<file path="src/rtl/seg_pkg.sv">
// Shared seven-segment definitions: active-low patterns {a,b,c,d,e,f,g} for
// hex digits 0..F, the blank pattern, and the scan-encoder state encoding.
package seg_pkg;

  localparam logic [6:0] SEG_0     = 7'b0000001;
  localparam logic [6:0] SEG_1     = 7'b1001111;
  localparam logic [6:0] SEG_2     = 7'b0010010;
  localparam logic [6:0] SEG_3     = 7'b0000110;
  localparam logic [6:0] SEG_4     = 7'b1001100;
  localparam logic [6:0] SEG_5     = 7'b0100100;
  localparam logic [6:0] SEG_6     = 7'b0100000;
  localparam logic [6:0] SEG_7     = 7'b0001101;
  localparam logic [6:0] SEG_8     = 7'b0000000;
  localparam logic [6:0] SEG_9     = 7'b0000100;
  localparam logic [6:0] SEG_A     = 7'b0000010;
  localparam logic [6:0] SEG_B     = 7'b1100000;
  localparam logic [6:0] SEG_C     = 7'b0110001;
  localparam logic [6:0] SEG_D     = 7'b1000010;
  localparam logic [6:0] SEG_E     = 7'b0110000;
  localparam logic [6:0] SEG_F     = 7'b0111000;
  localparam logic [6:0] SEG_BLANK = 7'b1111111;

  typedef enum logic [1:0] {
    IDLE   = 2'd0,
    SETTLE = 2'd1,
    HELD   = 2'd2
  } seg_state_e;

endpackage

</file>
<file path="src/rtl/seg_pattern_lut.sv">
// Combinational inverse of the hex-to-segment decoder: maps an active-low
// segment pattern to its hex value, with o_hit low for unknown patterns.
module seg_pattern_lut
  import seg_pkg::*;
(
  input  logic [6:0] i_seg,
  output logic [3:0] o_val,
  output logic       o_hit
);

  // Pattern lookup; anything outside the table reports a miss with value 0.
  always_comb begin
    o_val = 4'h0;
    o_hit = 1'b1;
    case (i_seg)
      SEG_0:   o_val = 4'h0;
      SEG_1:   o_val = 4'h1;
      SEG_2:   o_val = 4'h2;
      SEG_3:   o_val = 4'h3;
      SEG_4:   o_val = 4'h4;
      SEG_5:   o_val = 4'h5;
      SEG_6:   o_val = 4'h6;
      SEG_7:   o_val = 4'h7;
      SEG_8:   o_val = 4'h8;
      SEG_9:   o_val = 4'h9;
      SEG_A:   o_val = 4'hA;
      SEG_B:   o_val = 4'hB;
      SEG_C:   o_val = 4'hC;
      SEG_D:   o_val = 4'hD;
      SEG_E:   o_val = 4'hE;
      SEG_F:   o_val = 4'hF;
      default: begin
        o_val = 4'h0;
        o_hit = 1'b0;
      end
    endcase
  end

endmodule

</file>
<file path="src/rtl/seg_scan_encoder.sv">
// Loopback monitor for a multiplexed active-low seven-segment bus: waits for a
// stable anode/segment pair, decodes it and stores the value per digit.
module seg_scan_encoder
  import seg_pkg::*;
#(
  parameter int DIGITS        = 4,
  parameter int STABLE_CYCLES = 4
) (
  input  logic                  clk,
  input  logic                  rst_n,
  input  logic [6:0]            seg,
  input  logic [DIGITS-1:0]     an,
  output logic [4*DIGITS-1:0]   digits,
  output logic [DIGITS-1:0]     digit_valid,
  output logic                  capture_valid,
  output logic [2:0]            capture_idx,
  output logic [3:0]            capture_val,
  output logic                  pattern_err,
  output logic                  anode_err,
  output logic                  frame_done
);

  localparam int         SW         = DIGITS + 7;
  localparam logic [7:0] STABLE_MAX = 8'(STABLE_CYCLES);
  localparam logic [7:0] EVAL_CNT   = 8'(STABLE_CYCLES - 1);

  logic [SW-1:0]       w_in;
  logic [SW-1:0]       r_sample;
  logic [7:0]          r_cnt;
  logic                w_same;
  logic [DIGITS-1:0]   w_low;
  logic                w_blank;
  logic                w_one_hot;
  logic [2:0]          w_idx;
  logic [3:0]          w_val;
  logic                w_hit;
  seg_state_e          r_state;
  seg_state_e          w_next;
  logic                w_cap;
  logic                w_perr;
  logic                w_aerr;

  logic [4*DIGITS-1:0] r_digits;
  logic [DIGITS-1:0]   r_digit_valid;
  logic                r_capture_valid;
  logic [2:0]          r_capture_idx;
  logic [3:0]          r_capture_val;
  logic                r_pattern_err;
  logic                r_anode_err;
  logic                r_frame_done;

  assign w_in      = {an, seg};
  assign w_same    = (w_in == r_sample);
  assign w_low     = ~r_sample[SW-1:7];
  assign w_blank   = (w_low == {DIGITS{1'b0}});
  assign w_one_hot = !w_blank &&
                     ((w_low & (w_low - {{(DIGITS-1){1'b0}}, 1'b1})) == {DIGITS{1'b0}});

  seg_pattern_lut u_lut (
    .i_seg (r_sample[6:0]),
    .o_val (w_val),
    .o_hit (w_hit)
  );

  // Index of the single low anode; only meaningful when w_one_hot is set.
  always_comb begin
    w_idx = 3'd0;
    for (int i = 0; i < DIGITS; i++) begin
      w_idx = w_idx | (w_low[i] ? 3'(i) : 3'd0);
    end
  end

  // Sample register and saturating stability counter (reset to blank, count 0).
  always_ff @(posedge clk or negedge rst_n) begin
    if (!rst_n) begin
      r_sample <= {SW{1'b1}};
      r_cnt    <= 8'd0;
    end else begin
      r_sample <= w_in;
      if (!w_same) begin
        r_cnt <= 8'd0;
      end else if (r_cnt < STABLE_MAX) begin
        r_cnt <= r_cnt + 8'd1;
      end
    end
  end

  // State register.
  always_ff @(posedge clk or negedge rst_n) begin
    if (!rst_n) begin
      r_state <= IDLE;
    end else begin
      r_state <= w_next;
    end
  end

  // Next state and one-shot evaluation; r_cnt == 0 means the sample just changed.
  always_comb begin
    w_next = r_state;
    w_cap  = 1'b0;
    w_perr = 1'b0;
    w_aerr = 1'b0;
    case (r_state)
      IDLE: begin
        if (!w_blank) begin
          w_next = SETTLE;
        end else begin
          w_next = IDLE;
        end
      end
      SETTLE: begin
        if ((r_cnt == 8'd0) && w_blank) begin
          w_next = IDLE;
        end else if ((r_cnt == EVAL_CNT) && w_same) begin
          w_next = HELD;
          if (w_blank) begin
            w_next = IDLE;
          end else if (!w_one_hot) begin
            w_aerr = 1'b1;
          end else if (w_hit) begin
            w_cap = 1'b1;
          end else begin
            w_perr = 1'b1;
          end
        end else begin
          w_next = SETTLE;
        end
      end
      HELD: begin
        if (r_cnt == 8'd0) begin
          w_next = w_blank ? IDLE : SETTLE;
        end else begin
          w_next = HELD;
        end
      end
      default: w_next = IDLE;
    endcase
  end

  // Registered results: digit store, frame tracking and event pulses.
  always_ff @(posedge clk or negedge rst_n) begin
    if (!rst_n) begin
      r_digits        <= {(4*DIGITS){1'b0}};
      r_digit_valid   <= {DIGITS{1'b0}};
      r_capture_valid <= 1'b0;
      r_capture_idx   <= 3'd0;
      r_capture_val   <= 4'h0;
      r_pattern_err   <= 1'b0;
      r_anode_err     <= 1'b0;
      r_frame_done    <= 1'b0;
    end else begin
      r_capture_valid <= w_cap;
      r_pattern_err   <= w_perr;
      r_anode_err     <= w_aerr;
      r_frame_done    <= 1'b0;
      if (w_cap) begin
        r_capture_idx <= w_idx;
        r_capture_val <= w_val;
      end
      for (int i = 0; i < DIGITS; i++) begin
        if (w_cap && (w_idx == 3'(i))) begin
          r_digits[4*i +: 4] <= w_val;
        end
      end
      if (&r_digit_valid) begin
        r_frame_done  <= 1'b1;
        r_digit_valid <= {DIGITS{1'b0}};
      end else begin
        for (int i = 0; i < DIGITS; i++) begin
          if (w_cap && (w_idx == 3'(i))) begin
            r_digit_valid[i] <= 1'b1;
          end
        end
      end
    end
  end

  assign digits        = r_digits;
  assign digit_valid   = r_digit_valid;
  assign capture_valid = r_capture_valid;
  assign capture_idx   = r_capture_idx;
  assign capture_val   = r_capture_val;
  assign pattern_err   = r_pattern_err;
  assign anode_err     = r_anode_err;
  assign frame_done    = r_frame_done;

endmodule

</file>
<file path="config.mk">
export PLATFORM = sky130hd
export DESIGN_NAME = seg_scan_encoder
export DESIGN_NICKNAME = d
export VERILOG_FILES = /design/src/rtl/seg_pkg.sv /design/src/rtl/seg_pattern_lut.sv /design/src/rtl/seg_scan_encoder.sv
export SDC_FILE = /design/constraint.sdc
export NUM_CORES = 1
export LEC_CHECK = 0
export ABC_AREA = 1
export BUFFER_PORTS_ARGS = -buffer_cell sky130_fd_sc_hd__clkbuf_2
export CORE_ASPECT_RATIO = 0.75
export CORE_UTILIZATION = 50
export CTS_CLUSTER_DIAMETER = 30
export CTS_CLUSTER_SIZE = 8
export DETAILED_ROUTE_END_ITERATION = 12
export PLACE_DENSITY_LB_ADDON = 0.15
export SLEW_MARGIN = 20
export SYNTH_ARGS = -nofsm -noshare
export SYNTH_HDL_FRONTEND = slang
export SYNTH_SLANG_ARGS = --single-unit
</file>
<file path="constraint.sdc">
create_clock -name clk -period 1.9 [get_ports clk]
set_clock_uncertainty 0.2 [all_clocks]
set_input_delay 0.19 -clock clk [delete_from_list [all_inputs] [get_ports clk]]
set_output_delay 0.19 -clock clk [all_outputs]
set_load 0.05 [all_outputs]
</file>
# == Word level (Yosys, flattened, before mapping) ==
# Index checks and enable logic that the tools add are counted.
# totals
output_inout_bits,31
reg_bits,52
word_cells,103
in_bits,13
# op_classes
n_mux,36
addsub,2
reduce_logical,20
magnitude_cmp,1
n_eq_ne,23
bitwise_logic,4
# op_table
cell,n
case mux 4 bit (15 select lines),1
== test 7 x 6 -> 1 bit (second input constant),5
== test 7 bit (second input constant),4
two-way mux 1 bit,25
two-way mux 8 bit,2
OR reduction 16 bit,1
== test 7 x 3 -> 1 bit (second input constant),2
two-way mux 2 bit,6
== test 11 bit,1
adder 8 x 1 -> 8 bit (second input constant),1
== test 8 x 2 -> 1 bit (second input constant),1
zero test 4 bit,2
zero test 8 bit,1
< comparator 8 x 3 -> 1 bit (second input constant),1
nonzero test 2 bit,4
== test 7 x 1 -> 1 bit (second input constant),1
== test 7 x 2 -> 1 bit (second input constant),1
== test 7 x 4 -> 1 bit (second input constant),1
== test 7 x 5 -> 1 bit (second input constant),1
logical AND 1 bit,7
zero test 7 bit,1
== test 2 bit (second input constant),3
case mux 2 bit (3 select lines),1
bitwise AND 4 bit,1
other kinds (11),12

# == Logic depth before layout (Yosys ltp) ==
# logic_depth
ltp_word,13
mapped_depth,15
ltp_nobuf,13

# == Hierarchy ==
# A second synthesis with hierarchy kept.
# unflattened
hier_cells,316
area_unflattened_um2,2575.0
# modules_own_cells
module,instances,cells_per_inst,area_each_um2,seq_area_each_um2
seg_scan_encoder,1,235,2230.9,1290.0
seg_pattern_lut,1,81,344.1,0.0

# == Worst setup path before layout ==
# No wires, ideal clock.
# synth_timing
kind,register -> register
start,reg r_sample[2]
end,"reg r_capture_idx[0], in the netlist capture_idx[0]"
slack_ps,-102
synth_period_minus_slack_ps,2002
arrival_time_ps,1680
setup_ps,122
n_path_buf,2
stages_incl_launch_ff,16
t_required_ps,1578
path_cell_list,dfstp_2 -> buf_4 -> inv_2 -> nor2_1 -> nand2_1 -> nor2_2 -> nor2_1 -> nand2_4 -> inv_2 -> nand2_2 -> nor2_4 -> nor2_8 -> inv_2 -> buf_6 -> nand2_2 -> o21ai_2
# synth_via
elab_chain_len,9
word_cells_on_any_way,26
classes_between,eq/ne (16); mux (7); reduce/logical (3)
# synth_lines
element,line,rtl
start: declaration,seg_scan_encoder.sv:28,logic [SW-1:0] r_sample;
start signal: assignment,seg_scan_encoder.sv:76,r_sample <= {SW{1'b1}};
start signal: assignment,seg_scan_encoder.sv:79,r_sample <= w_in;
"== test 7 x 1 -> 1 bit, or another cell as far along",seg_pattern_lut.sv:15,case (i_seg)
OR reduction 16 bit (no source line),-,
two-way mux 1 bit,seg_pattern_lut.sv:15,
two-way mux 1 bit,seg_scan_encoder.sv:120,end else if (w_hit) begin
two-way mux 1 bit,seg_scan_encoder.sv:118,end else if (!w_one_hot) begin
two-way mux 1 bit,seg_scan_encoder.sv:116,if (w_blank) begin
two-way mux 1 bit (*),seg_scan_encoder.sv:114,end else if ((r_cnt == EVAL_CNT) && w_same) begin
two-way mux 1 bit (*),seg_scan_encoder.sv:112,if ((r_cnt == 8'd0) && w_blank) begin
two-way mux 1 bit (*),seg_scan_encoder.sv:103,case (r_state)
end signal: assignment,seg_scan_encoder.sv:157,r_capture_idx <= w_idx;
end: declaration,seg_scan_encoder.sv:46,logic [2:0] r_capture_idx;
# Mark *: on every way between the ends. The rest lies on a longest branch, timed or not.
# A chain may end at the register's enable or synchronous reset.

# == Worst setup path in the final report ==
# layout_timing
start,reg r_sample[6]
end,"reg r_digits[7], in the netlist digits[7]"
# layout_via
elab_chain_len,10
word_cells_on_any_way,28
classes_between,eq/ne (16); mux (8); reduce/logical (4)
# layout_lines
element,line,rtl
"== test 7 x 1 -> 1 bit, or another cell as far along",seg_pattern_lut.sv:15,
OR reduction 16 bit (no source line),-,
two-way mux 1 bit,seg_pattern_lut.sv:15,
two-way mux 1 bit,seg_scan_encoder.sv:120,
two-way mux 1 bit,seg_scan_encoder.sv:118,
two-way mux 1 bit,seg_scan_encoder.sv:116,
two-way mux 1 bit,seg_scan_encoder.sv:114,
two-way mux 1 bit,seg_scan_encoder.sv:112,
two-way mux 1 bit,seg_scan_encoder.sv:103,
logical AND 1 bit,seg_scan_encoder.sv:161,if (w_cap && (w_idx == 3'(i))) begin
end signal: assignment,seg_scan_encoder.sv:143,r_digits <= {(4*DIGITS){1'b0}};
end signal: indexed assignment,seg_scan_encoder.sv:162,r_digits[4*i +: 4] <= w_val;
end: declaration,seg_scan_encoder.sv:43,logic [4*DIGITS-1:0] r_digits;
# Several ways; a longest one is shown, not always the timed one.

==> impl_metrics.csv <==
group,metric,value,unit
floorplanning,die_h,64.7,um
critical_path,start_kind,"flop",
sta,worst_pin_slew,0.990,ns
synth,syn_area,2620,um2
run_status,outcome,"finished, violations left",
final_layout,drive_gt1_frac,0.455,
route,routed_wl,6.41,mm
route,routedWlPerCell,13.1,um
floorplanning,die_w,85.6,um
final_layout,area_delta_synth_final,43.3,%
critical_path,cp.required,1.91,ns
synth,ys_ff_latch,51,
flow_run,drv_cap,0,
synth,synth_nets,334,
critical_path,startpoint,"r_sample[6]",
power_and_ir_drop,ir_drop,0.385,mV
final_layout,most-common-layout-cells,"71 x nand2_1, 42 x clkbuf_2, 40 x dfrtp_1",
final_layout,layout_commonest_cell,"nand2_1",
route,drc,0,
clocking,clock_path_buffers,2,
critical_path,critical_path_class,"flop to flop",
place,place_hpwl,4.37,mm
route,drt_pass1_iterations,4,
power_and_ir_drop,p_total,0.00213,W
power_and_ir_drop,total_leakage_power,2.00,nW
grt,grt-ovfl-total,0,
grt,grt_max_degree,35,
synth,ys_warn_count,0,
route,via_per_inst,4.92,
clocking,cts.sinks,51,
route,ant_nets,0,
critical_path,critPathArrivalTime,2.09,ns
sta,period_share,1.10,
synth,ys_types,30,
floorplanning,std_cell_rows,22,
clocking,cts_root_buffer,"clkbuf_8",
clocking,tritoncts,"yes",
sta,hold_viol,0,
critical_path,r2r-end,"digits[7]",
clocking,cts-buffers-inserted,5,
sta,timing.final.ws_setup,-0.182,ns
sta,rsz0062_at_grt,"yes",
grt,grt_pass1_wl,10.3,mm
floorplanning,dieArea,5540,um2
route,vias,2412,
floorplanning,core,4980,um2
synth,synthCells,319,
place,gp_congestion,0.867,
critical_path,end_kind,"flop",
clocking,htreeDepth,2,
critical_path,r2r_slack,-0.18,ns
place,portBuffers,42,
sta,fin_tns_setup,-4.15,ns
grt,antenna_found_initial,0,
floorplanning,io_pins,44,
sta,relSlewSlack,0.334,
power_and_ir_drop,p_per_area,567,nW/um2
final_layout,n_antenna_cell,0,
sta,finalSetupViolCount,31,
synth,syn_avg_cell_area,8.22,um2
clocking,clk_latency,0.32,ns
critical_path,reg2reg_from,"r_sample[6]",
sta,timing.hold.ws,0.164,ns
floorplanning,initial_core_util,0.527,
critical_path,rr_worst_depth,11,
final_layout,fin_nets,432,
route,first_iter_violations,117,
critical_path,path_max_fanout,6,
run_status,violations,"negative setup slack",
sta,fin_crit,2.08,ns
grt,grt_pass1_vias,2209,
sta,max_freq,480,MHz
grt,grtUsageTotal,0.245,
clocking,cts.clk_slew.worst_paths,0.10,ns
critical_path,endpoint,"digits[7]",
worst_hold_path,hp-class,"input pin to async pin",
sta,report.final.slew_viol_count,0,
synth,yosysSeqAreaShare,0.492,
[cells by family after synthesis]
group | count (synthesis) | share of synthesized area
flops | 51 | 0.492
other cells | 1 | 0.00143
xor+xnor | 6 | 0.0200
buf+inv | 52 | 0.0830
simple gates | 185 | 0.343
compound gates | 22 | 0.0515
fa+ha+maj | 2 | 0.00954
[synthesized netlist by cell type, drive strengths merged]
cell / n / share of area
nand2: 94 / 0.14
nor2: 55 / 0.10
inv: 46 / 0.066
dfrtp: 40 / 0.38
nand4: 19 / 0.058
nand3: 14 / 0.031
o21ai: 12 / 0.031
dfstp: 11 / 0.11
a21oi: 8 / 0.015
buf: 6 / 0.017
xnor2: 5 / 0.017
ha: 2 / 0.0095
nor4: 2 / 0.0048
o22ai: 2 / 0.0048
and3: 1 / 0.0024
conb: 1 / 0.0014
xor2: 1 / 0.0033
[worst max-delay path, stage by stage (launching register included)]
cell,delay (ns)
dfstp_2,0.60
inv_4,0.07
nand2_2,0.06
nand2_2,0.04
nor2_2,0.09
nand2_2,0.07
nor2_4,0.15
nand3_2,0.12
nor2_4,0.22
nand4_4,0.18
nand2_1,0.11
nand2_1,0.05
[per-stage QoR]
step                      utilization  instances  instance area [um2]  setup slack [ns]
final                           0.754        490                 3760            -0.182
after global routing            0.754        490                 3760            -0.284
after CTS                       0.721        486                 3590            -0.121
after detailed placement        0.636        460                 3170            -0.169
after global placement          0.636        460                 3170            -0.120
after floorplan                     -        319                 2640           -0.0304
[worst min path at each step]
| stage | to | slack (ns) | cells after the start |
|---|---|---|---|
| CTS | r_cnt[0] | 0.17 | 2 |
| finish | r_cnt[1] | 0.16 | 2 |
| floorplan | anode_err | -0.31 | 0 |
| detailed placement | r_cnt[0] | -0.02 | 1 |
| global placement | r_cnt[0] | -0.03 | 1 |
| global route | r_cnt[0] | 0.21 | 2 |
[flip-flops by register name, indices dropped and copies added (netlist names)]
name,cells
digits,16
r_sample,11
r_cnt,8
capture_val,4
digit_valid,4
capture_idx,2
r_state,2
anode_err,1
capture_valid,1
frame_done,1
pattern_err,1
[timing repair]
action / 4_1_cts / 5_1_grt
gates cloned: 1 / 0
pin swaps: 13 / 21
hold buffers: 12 / 0
hold endpoints to repair: 28 / 0
buffers inserted: 5 / 4
endpoints found under the setup margin: 26 / 35
resized for setup: 38 / 35
[power breakdown]
part           leakage (nW)  switching, W  internal (W)
clock                0.0502      0.000399      0.000273
combinational          1.28      0.000193      0.000121
sequential            0.671     0.0000276       0.00112
[area by class of cell]
cell class,instances,area [um2]
clock buffer,5,68.8
multi-input combinational,216,1400
tap,72,90.1
clock inverter,3,28.8
sequential,51,1290
timing repair inverter,1,6.26
timing repair buffer,96,691
inverter,46,188
fill,353,1220
[per-layer routing]
| layer | GRT usage | wire (um) |
|---|---|---|
| met2 | 0.383 | 3000 |
| met1 | 0.348 | 3020 |
| met3 | 0.0382 | 274 |
| met5 | 0 | 0 |
| met4 | 0.0875 | 113 |
Note: power is estimated with default switching activity, not from simulation.
